### config.mk
export PLATFORM = sky130hd
export DESIGN_NAME = microtile_share_arbiter_flat
export DESIGN_NICKNAME = d
export VERILOG_FILES = /design/src/rtl/microtile_share_arbiter_pkg.sv /design/src/rtl/microtile_share_arbiter_if.sv /design/src/rtl/microtile_share_arbiter_rr_pick.sv /design/src/rtl/microtile_share_arbiter.sv /design/src/flat_wrapper.sv
export SDC_FILE = /design/constraint.sdc
export NUM_CORES = 1
export LEC_CHECK = 0
export CAP_MARGIN = 20
export CORE_UTILIZATION = 41
export DETAILED_ROUTE_END_ITERATION = 12
export PLACE_DENSITY = 0.85
export SYNTH_ARGS = -nofsm -noshare
export SYNTH_HDL_FRONTEND = slang
export SYNTH_SLANG_ARGS = --single-unit
### constraint.sdc
create_clock -name clk -period 1.9 [get_ports clk]
set_clock_uncertainty 0.05 [all_clocks]
set_input_delay 0.38 -clock clk [delete_from_list [all_inputs] [get_ports clk]]
set_output_delay 0.38 -clock clk [all_outputs]
set_load 0.005 [all_outputs]
### src/rtl/microtile_share_arbiter_pkg.sv
// Shared types and defaults for the microtile share arbiter and its helpers.
package microtile_share_pkg;

    localparam int NUM_REQ_DEF       = 4;
    localparam int SETTLE_CYCLES_DEF = 2;

    typedef enum logic [1:0] {
        IDLE    = 2'd0,
        SETTLE  = 2'd1,
        CAPTURE = 2'd2
    } share_state_e;

endpackage

### src/rtl/microtile_share_arbiter_if.sv
// Bus between requesters, the arbiter and the shared combinational tile.
interface microtile_share_arbiter_if
    import microtile_share_pkg::*;
#(
    parameter int NUM_REQ = NUM_REQ_DEF,
    parameter int ID_W    = $clog2(NUM_REQ)
);
    logic [NUM_REQ-1:0]   req;
    logic [NUM_REQ*8-1:0] req_data;
    logic [NUM_REQ-1:0]   grant;
    logic [7:0]           ui_in;
    logic [7:0]           uo_out;
    logic                 rsp_valid;
    logic [ID_W-1:0]      rsp_id;
    logic [7:0]           rsp_data;
    logic                 busy;

    // Arbiter side
    modport slave (
        input  req, req_data, uo_out,
        output grant, ui_in, rsp_valid, rsp_id, rsp_data, busy
    );

    // Requester / tile side
    modport master (
        output req, req_data, uo_out,
        input  grant, ui_in, rsp_valid, rsp_id, rsp_data, busy
    );
endinterface

### src/rtl/microtile_share_arbiter_rr_pick.sv
// Combinational round-robin picker: first set request at or after ptr, with wrap.
module rr_pick #(
    parameter int NUM_REQ = 4,
    parameter int ID_W    = $clog2(NUM_REQ)
) (
    input  logic [NUM_REQ-1:0] i_req,
    input  logic [ID_W-1:0]    i_ptr,
    output logic               o_any,
    output logic [ID_W-1:0]    o_winner
);
    int w_idx;

    // Scan from farthest to nearest so the closest set bit to ptr is written last.
    always_comb begin
        o_any    = 1'b0;
        o_winner = '0;
        w_idx    = 0;
        for (int k = NUM_REQ - 1; k >= 0; k--) begin
            w_idx = int'(i_ptr) + k;
            if (w_idx >= NUM_REQ) w_idx = w_idx - NUM_REQ;
            if (i_req[w_idx]) begin
                o_any    = 1'b1;
                o_winner = ID_W'(w_idx);
            end
        end
    end
endmodule

### src/rtl/microtile_share_arbiter.sv
// Shares one combinational microtile among NUM_REQ requesters: grant, drive
// ui_in, wait SETTLE_CYCLES, capture uo_out and return it tagged with the ID.
module microtile_share_arbiter
    import microtile_share_pkg::*;
#(
    parameter int NUM_REQ       = NUM_REQ_DEF,
    parameter int SETTLE_CYCLES = SETTLE_CYCLES_DEF,
    parameter int ID_W          = $clog2(NUM_REQ)
) (
    input  logic clk,
    input  logic rst_n,
    microtile_share_arbiter_if.slave bus
);
    localparam int CNT_W = (SETTLE_CYCLES > 1) ? $clog2(SETTLE_CYCLES) : 1;

    share_state_e       r_state, w_next;
    logic [CNT_W-1:0]   r_cnt;
    logic [ID_W-1:0]    r_ptr;
    logic [ID_W-1:0]    r_id_q;
    logic [NUM_REQ-1:0] r_grant;
    logic [7:0]         r_ui_in;
    logic               r_rsp_valid;
    logic [ID_W-1:0]    r_rsp_id;
    logic [7:0]         r_rsp_data;

    logic               w_any;
    logic [ID_W-1:0]    w_winner;

    rr_pick #(
        .NUM_REQ (NUM_REQ),
        .ID_W    (ID_W)
    ) u_pick (
        .i_req    (bus.req),
        .i_ptr    (r_ptr),
        .o_any    (w_any),
        .o_winner (w_winner)
    );

    // State register
    always_ff @(posedge clk or negedge rst_n) begin
        if (!rst_n) r_state <= IDLE;
        else        r_state <= w_next;
    end

    // Next-state: a request starts a transaction, the counter ends SETTLE
    always_comb begin
        w_next = r_state;
        case (r_state)
            IDLE:    if (w_any) w_next = SETTLE;
            SETTLE:  if (r_cnt == '0) w_next = CAPTURE;
            CAPTURE: w_next = IDLE;
            default: w_next = IDLE;
        endcase
    end

    // Datapath registers: grant/launch on the IDLE edge, count in SETTLE,
    // capture the tile result in CAPTURE. ui_in is only touched on a grant.
    always_ff @(posedge clk or negedge rst_n) begin
        if (!rst_n) begin
            r_cnt       <= '0;
            r_ptr       <= '0;
            r_id_q      <= '0;
            r_grant     <= '0;
            r_ui_in     <= '0;
            r_rsp_valid <= 1'b0;
            r_rsp_id    <= '0;
            r_rsp_data  <= '0;
        end else begin
            r_grant     <= '0;
            r_rsp_valid <= 1'b0;
            case (r_state)
                IDLE: begin
                    if (w_any) begin
                        r_ui_in <= bus.req_data[8*int'(w_winner) +: 8];
                        r_grant <= NUM_REQ'(1) << w_winner;
                        r_id_q  <= w_winner;
                        r_cnt   <= CNT_W'(SETTLE_CYCLES - 1);
                        r_ptr   <= (int'(w_winner) == NUM_REQ - 1) ? '0
                                                                   : w_winner + ID_W'(1);
                    end
                end
                SETTLE: begin
                    if (r_cnt != '0) r_cnt <= r_cnt - CNT_W'(1);
                end
                CAPTURE: begin
                    r_rsp_data  <= bus.uo_out;
                    r_rsp_id    <= r_id_q;
                    r_rsp_valid <= 1'b1;
                end
                default: ;
            endcase
        end
    end

    assign bus.grant     = r_grant;
    assign bus.ui_in     = r_ui_in;
    assign bus.rsp_valid = r_rsp_valid;
    assign bus.rsp_id    = r_rsp_id;
    assign bus.rsp_data  = r_rsp_data;
    assign bus.busy      = (r_state != IDLE);
endmodule
### src/flat_wrapper.sv
// flat-port wrapper written by rule: the top's interface ports become plain ports
module microtile_share_arbiter_flat import microtile_share_pkg::*;
#(
    parameter int NUM_REQ       = NUM_REQ_DEF,
    parameter int SETTLE_CYCLES = SETTLE_CYCLES_DEF,
    parameter int ID_W          = $clog2(NUM_REQ)
)
  (clk, rst_n, bus_req, bus_req_data, bus_uo_out, bus_grant, bus_ui_in, bus_rsp_valid, bus_rsp_id, bus_rsp_data, bus_busy);
  microtile_share_arbiter_if #(.NUM_REQ(NUM_REQ), .ID_W(ID_W)) bus_i ();
  input  logic clk;
  input  logic rst_n;
  input wire logic [$bits(bus_i.req)-1:0] bus_req;
  input wire logic [$bits(bus_i.req_data)-1:0] bus_req_data;
  input wire logic [$bits(bus_i.uo_out)-1:0] bus_uo_out;
  output wire logic [$bits(bus_i.grant)-1:0] bus_grant;
  output wire logic [$bits(bus_i.ui_in)-1:0] bus_ui_in;
  output wire logic [$bits(bus_i.rsp_valid)-1:0] bus_rsp_valid;
  output wire logic [$bits(bus_i.rsp_id)-1:0] bus_rsp_id;
  output wire logic [$bits(bus_i.rsp_data)-1:0] bus_rsp_data;
  output wire logic [$bits(bus_i.busy)-1:0] bus_busy;
  assign bus_i.req = bus_req;
  assign bus_i.req_data = bus_req_data;
  assign bus_i.uo_out = bus_uo_out;
  assign bus_grant = bus_i.grant;
  assign bus_ui_in = bus_i.ui_in;
  assign bus_rsp_valid = bus_i.rsp_valid;
  assign bus_rsp_id = bus_i.rsp_id;
  assign bus_rsp_data = bus_i.rsp_data;
  assign bus_busy = bus_i.busy;
  microtile_share_arbiter #(.NUM_REQ(NUM_REQ), .SETTLE_CYCLES(SETTLE_CYCLES), .ID_W(ID_W)) u_core (.clk(clk), .rst_n(rst_n), .bus(bus_i));
endmodule
==> results of run 1 <==
-- sequential cells by signal, summed over array words and instances, names as in the netlist --
register and count:
u_core.bus.grant 4, u_core.bus.rsp_data 8, u_core.bus.rsp_id 2, u_core.bus.rsp_valid 1, u_core.bus.ui_in 8, u_core.r_cnt 1
u_core.r_id_q 2, u_core.r_ptr 2, u_core.r_state 2
-- critical path, cell delays in order (launching register included) --
cell,delay (ns)
dfrtp_1,0.43
nor2_1,0.20
inv_1,0.07
clkdlybuf4s50_1,0.44
-- logic make-up after synthesis --
family / after synthesis / synth area share
AOI/OAI and AO/OA: 31 / 0.165
adders and majority gates: 1 / 0.00819
buffers and inverters: 14 / 0.0581
DFF: 30 / 0.491
muxes: 20 / 0.139
and+or+nand+nor: 43 / 0.138
-- Yosys cell counts (all sizes together) --
cell type and count:
a21oi 3, nor3b 1, or2b 1, mux2i 10, and3 1, a41oi 8
mux2 10, o21bai 1, a221oi 8, clkbuf 1, nor3 1, or4 1
dfrtp 30, and2 2, nand2 20, a21boi 1, o211ai 8, buf 9
nor2 6, o22a 1, nand3 8, a221o 1, ha 1, inv 4
nor2b 2
-- per-layer routing --
metal	track usage	wire [um]
met1	0.280	2040
met5	0	0
met4	0.122	196
met3	0.0657	425
met2	0.397	2620
-- stage by stage --
step | hold slack, ns | TNS (ns) | power [uW]
final | 0.427 | 0 | 3700
after global routing | 0.457 | 0 | 3900
after CTS | 0.426 | -0.0783 | 3510
after detailed placement | 0.406 | -4.66 | 2810
after global placement | 0.392 | -3.06 | 2710
after floorplan | 0.0344 | 0 | 1980
-- worst paths after layout --
path	startpoint	to	slack, ns	cells past startpoint
max in group asynchronous	rst_n	u_core.bus.rsp_data[0]$_DFFE_PN0P_	1.09	2
setup reg to reg	u_core.r_ptr[1]$_DFFE_PN0P_	u_core.bus.ui_in[2]$_DFFE_PN0P_	0.14	6
setup / recovery	u_core.r_state[0]$_DFFE_PN0P_	bus_busy	0.05	3
min in group asynchronous	rst_n	u_core.bus.rsp_data[4]$_DFFE_PN0P_	0.44	2
hold / removal	u_core.r_cnt$_DFFE_PN0P_	u_core.r_state[1]$_DFFE_PN0P_	0.43	1
hold reg to reg	u_core.r_cnt$_DFFE_PN0P_	u_core.r_state[1]$_DFFE_PN0P_	0.43	1
-- layout by cell type, fill, tap and decap left out, drive strengths merged --
master / instances
a41oi: 8
o211ai: 8
clkbuf: 5
nor3: 1
mux2i: 10
a21oi: 3
nor2b: 2
nor2: 6
a221oi: 8
nand3: 8
dfrtp: 30
o22a: 1
a221o: 1
ha: 1
or4: 1
inv: 4
and3: 1
mux2: 10
and2: 4
nor3b: 1
buf: 21
bufinv: 1
clkinv: 2
a21boi: 1
clkdlybuf4s50: 65
or2b: 1
o21bai: 1
nand2: 20
dlymetal6s2s: 4
-- power groups by stage --
stage / clock network, uW / logic [uW] / registers (uW)
after global placement: 0 / 1620 / 1100
after CTS: 633 / 1770 / 1110
final: 632 / 1940 / 1130
after floorplan: 0 / 870 / 1110
after global routing: 671 / 2070 / 1160
after detailed placement: 0 / 1690 / 1120
-- area by class of cell --
| class | instances | area (um^2) | share of cell area |
|---|---|---|---|
| Tap cell | 46 | 57.6 | 0.0220 |
| Clock buffer | 5 | 68.8 | 0.0263 |
| Timing Repair Buffer | 90 | 882 | 0.338 |
| Inverter | 4 | 15.0 | 0.00575 |
| Sequential cell | 30 | 751 | 0.287 |
| Multi-Input combinational cell | 97 | 798 | 0.306 |
| Clock inverter | 3 | 40.0 | 0.0153 |
-- what timing repair did --
item | in CTS | in global routing
endpoints found under the setup margin | 8 | 10
pin swaps | 2 | 4
gates resized for setup | 7 | 18
gates cloned | 2 | 0
buffers inserted | 2 | 3
==> impl_metrics.env, run 1 <==
export IMPL_irDropWorstVdd_uv=900
export IMPL_drc_errors=0
export IMPL_die_width_um=63.0
export IMPL_globalplace_congestion=0.936
export IMPL_final_cells=275
export IMPL_start_util=0.444
export IMPL_cp_end_kind="output pin"
export IMPL_antenna_found_initial=0
export IMPL_seqPwrFrac=0.305
export IMPL_powerDensity_mw_per_mm2=1420
export IMPL_grt_pass1_vias=1454
export IMPL_post_dp_cell_area_mm2=0.00232
export IMPL_die_height_um=63.0
export IMPL_synth_cells=139
export IMPL_clock_latency_ns=0.28
export IMPL_grt_pass1_wl_um=7080
export IMPL_yosys_warnings=0
export IMPL_area_growth_pct=71.0
export IMPL_layout_min_cycle_time_ns=1.85
export IMPL_fillCellCount=189
export IMPL_worst_slack_ns=0.0525
export IMPL_dp_cells=260
export IMPL_htree_levels=2
export IMPL_io_pins=70
export IMPL_finish_utilization=0.759
export IMPL_dieArea_mm2=0.00397
export IMPL_fin_crit_sh=0.972
export IMPL_core_area_mm2=0.00344
export IMPL_track_usage=0.239
export IMPL_place_ws_ns=-0.403
export IMPL_fmax_mhz=541
export IMPL_port_buffers=69
export IMPL_crit_path_start_kind="flop"
export IMPL_firstDrtPassIters=4
export IMPL_synth_top_area_frac=0.491
export IMPL_p_comb_frac=0.524
export IMPL_n_antenna_cell=0
export IMPL_setup_viol=0
export IMPL_drive_gt1_frac=0.271
export IMPL_status="complete, no violations"
export IMPL_worstMarginPinSlew_ns=0.370
export IMPL_drv_slew=0
export IMPL_rows=21
export IMPL_ys_seq_area_frac=0.491
export IMPL_fin_area_mm2=0.00261
export IMPL_path_max_fanout=5
export IMPL_nets=275
export IMPL_grt_ovfl_total=0
export IMPL_max_slew_margin=0.753
export IMPL_switching_share=0.360
export IMPL_synth_seq_cells=30
export IMPL_wl_per_cell_um=19.2
export IMPL_post_drt_via_cell_ratio=5.85
export IMPL_p_leak_uw=0.00113
export IMPL_cts_sinks=30
export IMPL_cts_tree="yes"
export IMPL_intPower_uw=2360
export IMPL_power_share_clock=0.171
export IMPL_wl_um=5290
export IMPL_dr_total_vias=1608
export IMPL_ys_top_cells_by_area="dfrtp_1, mux2_2, mux2i_1"
export IMPL_clk_pin_slew_worst_paths_ns=0.07
export IMPL_syn_avg_cell_area_um2=11.0
export IMPL_drt_antenna_violating_nets=0
export IMPL_synth_nets=186
export IMPL_synth_largest_area_cell="dfrtp_1"
export IMPL_dp_hpwl_um=3150
export IMPL_hold_path_class="flop to flop"
export IMPL_numCtsBuffers=5
export IMPL_cap_violations=0
export IMPL_rsz0062_at_grt="false"
export IMPL_synth_cell_types=28
export IMPL_critPathRequiredTime_ns=1.47
export IMPL_drt_initial_drc_count=140
export IMPL_ctsRootBufferMaster="clkbuf_8"
export IMPL_cts_buffer_depth=2
export IMPL_netlist_area_mm2=0.00153
export IMPL_grt_max_degree=31
export IMPL_worstSetupPathType="flop to output pin"
export IMPL_cp_arrival_ns=1.42
export IMPL_hold_viol_final=0
export IMPL_switchingPower_uw=1330
export IMPL_cts_hold_buf=0
(Power assumes the default switching activity.)
==> run 2, diff against run 1 <==
--- a/config.mk
+++ b/config.mk
@@ -8,6 +8,7 @@
 export CAP_MARGIN = 20
 export CORE_UTILIZATION = 41
 export DETAILED_ROUTE_END_ITERATION = 12
+export GPL_TIMING_DRIVEN = 0
 export PLACE_DENSITY = 0.85
 export SYNTH_ARGS = -nofsm -noshare
 export SYNTH_HDL_FRONTEND = slang
==> impl_metrics.env, run 2 (same netlist as run 1, synthesis figures left out) <==
export IMPL_cap_violations=0
export IMPL_post_drt_via_cell_ratio=5.59
export IMPL_drive_gt1_frac=0.212
export IMPL_drt_antenna_violating_nets=0
export IMPL_grt_pass1_wl_um=7160
export IMPL_dr_total_vias=1498
export IMPL_n_antenna_cell=0
export IMPL_final_common_cell="clkdlybuf4s50_1"
export IMPL_cp_arrival_ns=1.42
export IMPL_cp_end_kind="output pin"
export IMPL_port_buffers=69
export IMPL_max_slew_margin=0.622
export IMPL_die_height_um=63.0
export IMPL_dieArea_mm2=0.00397
export IMPL_irDropWorstVdd_uv=648
export IMPL_critPathRequiredTime_ns=1.47
export IMPL_worstSetupPathType="flop to output pin"
export IMPL_status="complete, no violations"
export IMPL_track_usage=0.243
export IMPL_rows=21
export IMPL_cts_sinks=30
export IMPL_switching_share=0.342
export IMPL_cts_hold_buf=0
export IMPL_clock_latency_ns=0.29
export IMPL_fillCellCount=238
export IMPL_cts_buffer_depth=2
export IMPL_drv_slew=0
export IMPL_htree_levels=2
export IMPL_hold_viol_final=0
export IMPL_layout_min_cycle_time_ns=1.85
export IMPL_hold_path_class="primary input to async pin"
export IMPL_power_share_clock=0.179
export IMPL_nets=268
export IMPL_grt_pass1_vias=1461
export IMPL_fmax_mhz=540
export IMPL_wl_per_cell_um=17.0
export IMPL_post_dp_cell_area_mm2=0.00230
export IMPL_dp_hpwl_um=3180
export IMPL_drc_errors=0
export IMPL_grt_use_met2=0.417
export IMPL_firstDrtPassIters=4
export IMPL_top_usage_layer="met2"
export IMPL_cts_tree="yes"
export IMPL_core_area_mm2=0.00344
export IMPL_intPower_uw=2360
export IMPL_worst_slack_ns=0.0485
export IMPL_globalplace_congestion=0.790
export IMPL_drt_initial_drc_count=64
export IMPL_holdWs_ns=0.397
export IMPL_antenna_found_initial=0
export IMPL_wl_um=4560
export IMPL_crit_path_start_kind="flop"
export IMPL_switchingPower_uw=1230
export IMPL_fin_crit_sh=0.974
export IMPL_met3_usage=0.0693
export IMPL_setup_viol=0
export IMPL_grt_ovfl_total=0
export IMPL_ctsRootBufferMaster="clkbuf_8"
export IMPL_p_leak_uw=0.00107
export IMPL_path_max_fanout=2
export IMPL_start_util=0.444
export IMPL_mostFrequentLayoutCells="clkdlybuf4s50_1, dfrtp_1, nand2_1, mux2i_1, mux2_2"
export IMPL_grt_max_degree=23
export IMPL_numCtsBuffers=5
export IMPL_grt_util_met1=0.278
export IMPL_seqPwrFrac=0.311
export IMPL_clk_pin_slew_worst_paths_ns=0.07
export IMPL_area_growth_pct=63.6
export IMPL_worstMarginPinSlew_ns=0.566
export IMPL_powerDensity_mw_per_mm2=1440
export IMPL_io_pins=70
export IMPL_die_width_um=63.0
export IMPL_power_total_uw=3590
export IMPL_place_ws_ns=-0.486
export IMPL_rsz0062_at_grt="true"
export IMPL_p_comb_frac=0.510
export IMPL_fin_area_mm2=0.00250
run 2: per-layer routing:
layer	share of wire	vias to the layer above
met1	0.39	743
met4	0.024	0
met5	0	-
met3	0.061	13
li1	-	678
met2	0.52	64
run 2: layout make-up:
type | count | area (um^2) | area share
clock buffer | 5 | 68.8 | 0.0275
clock inverter | 3 | 40.0 | 0.0160
tap | 46 | 57.6 | 0.0230
multi-input combinational | 95 | 723 | 0.289
inverter | 4 | 15.0 | 0.00601
sequential | 30 | 753 | 0.301
buffer | 10 | 90.1 | 0.0361
timing repair buffer | 75 | 751 | 0.300
run 2: power groups by stage:
| stage | Combinational (uW) | Sequential (uW) | Clock, uW |
|---|---|---|---|
| 2_1_floorplan | 870 | 1110 | 0 |
| 3_3_place_gp | 1590 | 1090 | 0 |
| 3_5_place_dp | 1660 | 1120 | 0 |
| 4_1_cts | 1810 | 1110 | 638 |
| 5_1_grt | 1970 | 1150 | 683 |
| 6_report | 1830 | 1110 | 642 |
run 2: per-stage QoR:
stage	cells	utilization	TNS (ns)
2_1_floorplan	139	-	0
3_3_place_gp	254	0.661	-5.82
3_5_place_dp	255	0.669	-6.52
4_1_cts	267	0.723	0
5_1_grt	268	0.726	-0.0153
6_report	268	0.726	0
run 2: path summary, 6_finish.rpt:
| check | slack (ns) | to | cells past startpoint | from |
|---|---|---|---|---|
| setup / recovery | 0.05 | bus_busy | 4 | u_core.r_state[1]$_DFFE_PN0P_ |
| hold / removal | 0.40 | u_core.bus.ui_in[4]$_DFFE_PN0P_ | 1 | rst_n |
| setup reg to reg | 0.05 | u_core.bus.ui_in[2]$_DFFE_PN0P_ | 7 | u_core.r_ptr[1]$_DFFE_PN0P_ |
| hold reg to reg | 0.42 | u_core.r_state[1]$_DFFE_PN0P_ | 1 | u_core.r_cnt$_DFFE_PN0P_ |
| max in group asynchronous | 0.88 | u_core.r_state[0]$_DFFE_PN0P_ | 2 | rst_n |
| min in group clk | 0.42 | u_core.r_state[1]$_DFFE_PN0P_ | 1 | u_core.r_cnt$_DFFE_PN0P_ |
run 2: worst max-delay path: stages, from the launching register on:
cell	delay, ns
dfrtp_1	0.42
nor2_4	0.13
clkbuf_8	0.13
inv_1	0.03
clkdlybuf4s50_1	0.43
run 2: what timing repair did:
item,4_1_cts,5_1_grt
buffers inserted,4,1
gates cloned,0,0
gates resized for setup,18,1
pin swaps,1,1
endpoints found under the setup margin,14,8
hold endpoints to repair,0,0
==> run 3, diff against run 2 <==
--- a/config.mk
+++ b/config.mk
@@ -6,7 +6,9 @@
 export NUM_CORES = 1
 export LEC_CHECK = 0
 export CAP_MARGIN = 20
+export CORE_ASPECT_RATIO = 1.4
 export CORE_UTILIZATION = 41
+export CTS_CLUSTER_SIZE = 30
 export DETAILED_ROUTE_END_ITERATION = 12
 export GPL_TIMING_DRIVEN = 0
 export PLACE_DENSITY = 0.85
==> impl_metrics.env, run 3 (same netlist as run 1, synthesis figures left out) <==
export IMPL_status="complete, no violations"
export IMPL_worstSetupPathType="flop to flop"
export IMPL_crit_path_start_kind="flop"
export IMPL_worstMarginPinSlew_ns=0.869
export IMPL_cp_arrival_ns=1.93
export IMPL_port_buffers=69
export IMPL_rows=25
export IMPL_cap_violations=0
export IMPL_grt_max_degree=20
export IMPL_reg2regPathDepth=8
export IMPL_dp_hpwl_um=2840
export IMPL_critPathCapture="u_core.r_ptr[1]$_DFFE_PN0P_"
export IMPL_firstDrtPassIters=4
export IMPL_grt_util_met1=0.252
export IMPL_io_pins=70
export IMPL_mostFrequentLayoutCells="clkdlybuf4s50_1, dfrtp_1, nand2_1, mux2_2"
export IMPL_crit_family="flip-flops"
export IMPL_wl_per_cell_um=15.7
export IMPL_place_ws_ns=-0.453
export IMPL_clk_pin_slew_worst_paths_ns=0.06
export IMPL_drt_antenna_violating_nets=0
export IMPL_cts_buffer_depth=2
export IMPL_cp_cell_sequence="mux2i_1 > o22a_1 > buf_6 > and2_4 > buf_6 > ha_1 > nand2_1 > nand2_1"
export IMPL_top_usage_layer="met2"
export IMPL_cp_num_buf_inv=2
export IMPL_grt_pass1_vias=1361
export IMPL_cpPeakStageDelay_ns=0.45
export IMPL_fmax_mhz=555
export IMPL_die_height_um=74.2
export IMPL_globalplace_congestion=0.833
export IMPL_setup_viol=0
export IMPL_final_common_cell="clkdlybuf4s50_1"
export IMPL_htree_levels=2
export IMPL_reg2reg_to="u_core.r_ptr[1]$_DFFE_PN0P_"
export IMPL_p_leak_uw=0.00105
export IMPL_path_max_fanout=10
export IMPL_dieArea_mm2=0.00398
export IMPL_cts_sinks=30
export IMPL_crit_cells=8
export IMPL_hold_viol_final=0
export IMPL_core_area_mm2=0.00347
export IMPL_worst_slack_ns=0.0996
export IMPL_irDropWorstVdd_uv=932
export IMPL_area_growth_pct=63.1
export IMPL_cp_end_kind="flop"
export IMPL_start_util=0.440
export IMPL_clock_latency_ns=0.29
export IMPL_nets=266
export IMPL_die_width_um=53.6
export IMPL_r2r_slack_ns=0.1
export IMPL_dr_total_vias=1402
export IMPL_cts_tree="yes"
export IMPL_drt_initial_drc_count=22
export IMPL_grt_use_met2=0.378
export IMPL_rsz0062_at_grt="false"
export IMPL_fillCellCount=250
export IMPL_antenna_found_initial=0
export IMPL_numCtsBuffers=5
export IMPL_track_usage=0.229
export IMPL_crit_path_start="u_core.r_ptr[1]$_DFFE_PN0P_"
export IMPL_crit_path_top_delay_cell="dfrtp_2"
export IMPL_critPathRequiredTime_ns=2.03
export IMPL_wl_um=4070
export IMPL_powerDensity_mw_per_mm2=1390
export IMPL_fin_crit_sh=0.948
export IMPL_grt_pass1_wl_um=6340
export IMPL_drc_errors=0
export IMPL_grt_ovfl_total=0
export IMPL_drive_gt1_frac=0.223
export IMPL_met3_usage=0.0757
export IMPL_max_slew_margin=0.419
export IMPL_layout_min_cycle_time_ns=1.80
export IMPL_r2r_start="u_core.r_ptr[1]$_DFFE_PN0P_"
export IMPL_post_drt_via_cell_ratio=5.39
export IMPL_ctsRootBufferMaster="clkbuf_8"
export IMPL_power_total_uw=3480
export IMPL_hold_path_class="flop to flop"
export IMPL_drv_slew=0
export IMPL_n_antenna_cell=0
## run 3: power by group
group          internal [uW]  total (uW)  leakage, uW  switching, uW
Combinational           1000        1750     0.000628            751
Clock                    365         607    0.0000575            242
Sequential               936        1120     0.000369            180
Total                   2300        3480      0.00105           1170
## run 3: worst min-delay path by stage
| stage | start | to | slack, ns | depth (start not counted) |
|---|---|---|---|---|
| finish | u_core.r_cnt$_DFFE_PN0P_ | u_core.r_state[1]$_DFFE_PN0P_ | 0.42 | 1 |
| global route | u_core.r_cnt$_DFFE_PN0P_ | u_core.r_state[1]$_DFFE_PN0P_ | 0.43 | 1 |
| CTS | u_core.r_cnt$_DFFE_PN0P_ | u_core.r_state[1]$_DFFE_PN0P_ | 0.42 | 1 |
| detailed placement | u_core.r_id_q[0]$_DFFE_PN0P_ | u_core.r_id_q[0]$_DFFE_PN0P_ | 0.41 | 2 |
| global placement | u_core.r_cnt$_DFFE_PN0P_ | u_core.r_state[1]$_DFFE_PN0P_ | 0.40 | 1 |
| floorplan | rst_n | u_core.bus.grant[0]$_DFF_PN0_ | 0.03 | 0 |
## run 3: repair_timing
item | CTS | global route
pin swaps | 4 | 1
setup buffers | 2 | 1
hold buffers | 0 | 0
endpoints found under the setup margin | 14 | 10
gates resized for setup | 18 | 5
endpoints found under the hold margin | 0 | 0
## run 3: cell type report
class                   count  area [um^2]  area share
multi-input cells          95          747       0.300
well taps                  40         50.0      0.0201
repair buffers             73          726       0.291
clock buffers               8          110      0.0442
plain buffers              10         92.6      0.0371
flip-flops and latches     30          752       0.302
inverters                   4         15.0     0.00602
## run 3: per-stage QoR
stage               std cells  utilization  instance area [um^2]  TNS [ns]  hold slack [ns]
global route              260        0.718                  2490         0            0.433
CTS                       259        0.712                  2470         0            0.419
detailed placement        249        0.658                  2280     -5.59            0.412
global placement          248        0.653                  2270     -8.20            0.403
finish                    260        0.718                  2490         0            0.424
floorplan                 139            -                  1530         0           0.0344
## run 3: metal layers
metal,up-vias,wire length [um],share of wire
met3,6,277,0.068
met1,664,1610,0.40
met2,58,2110,0.52
met4,0,76,0.019
met5,-,0,0
li1,674,-,-
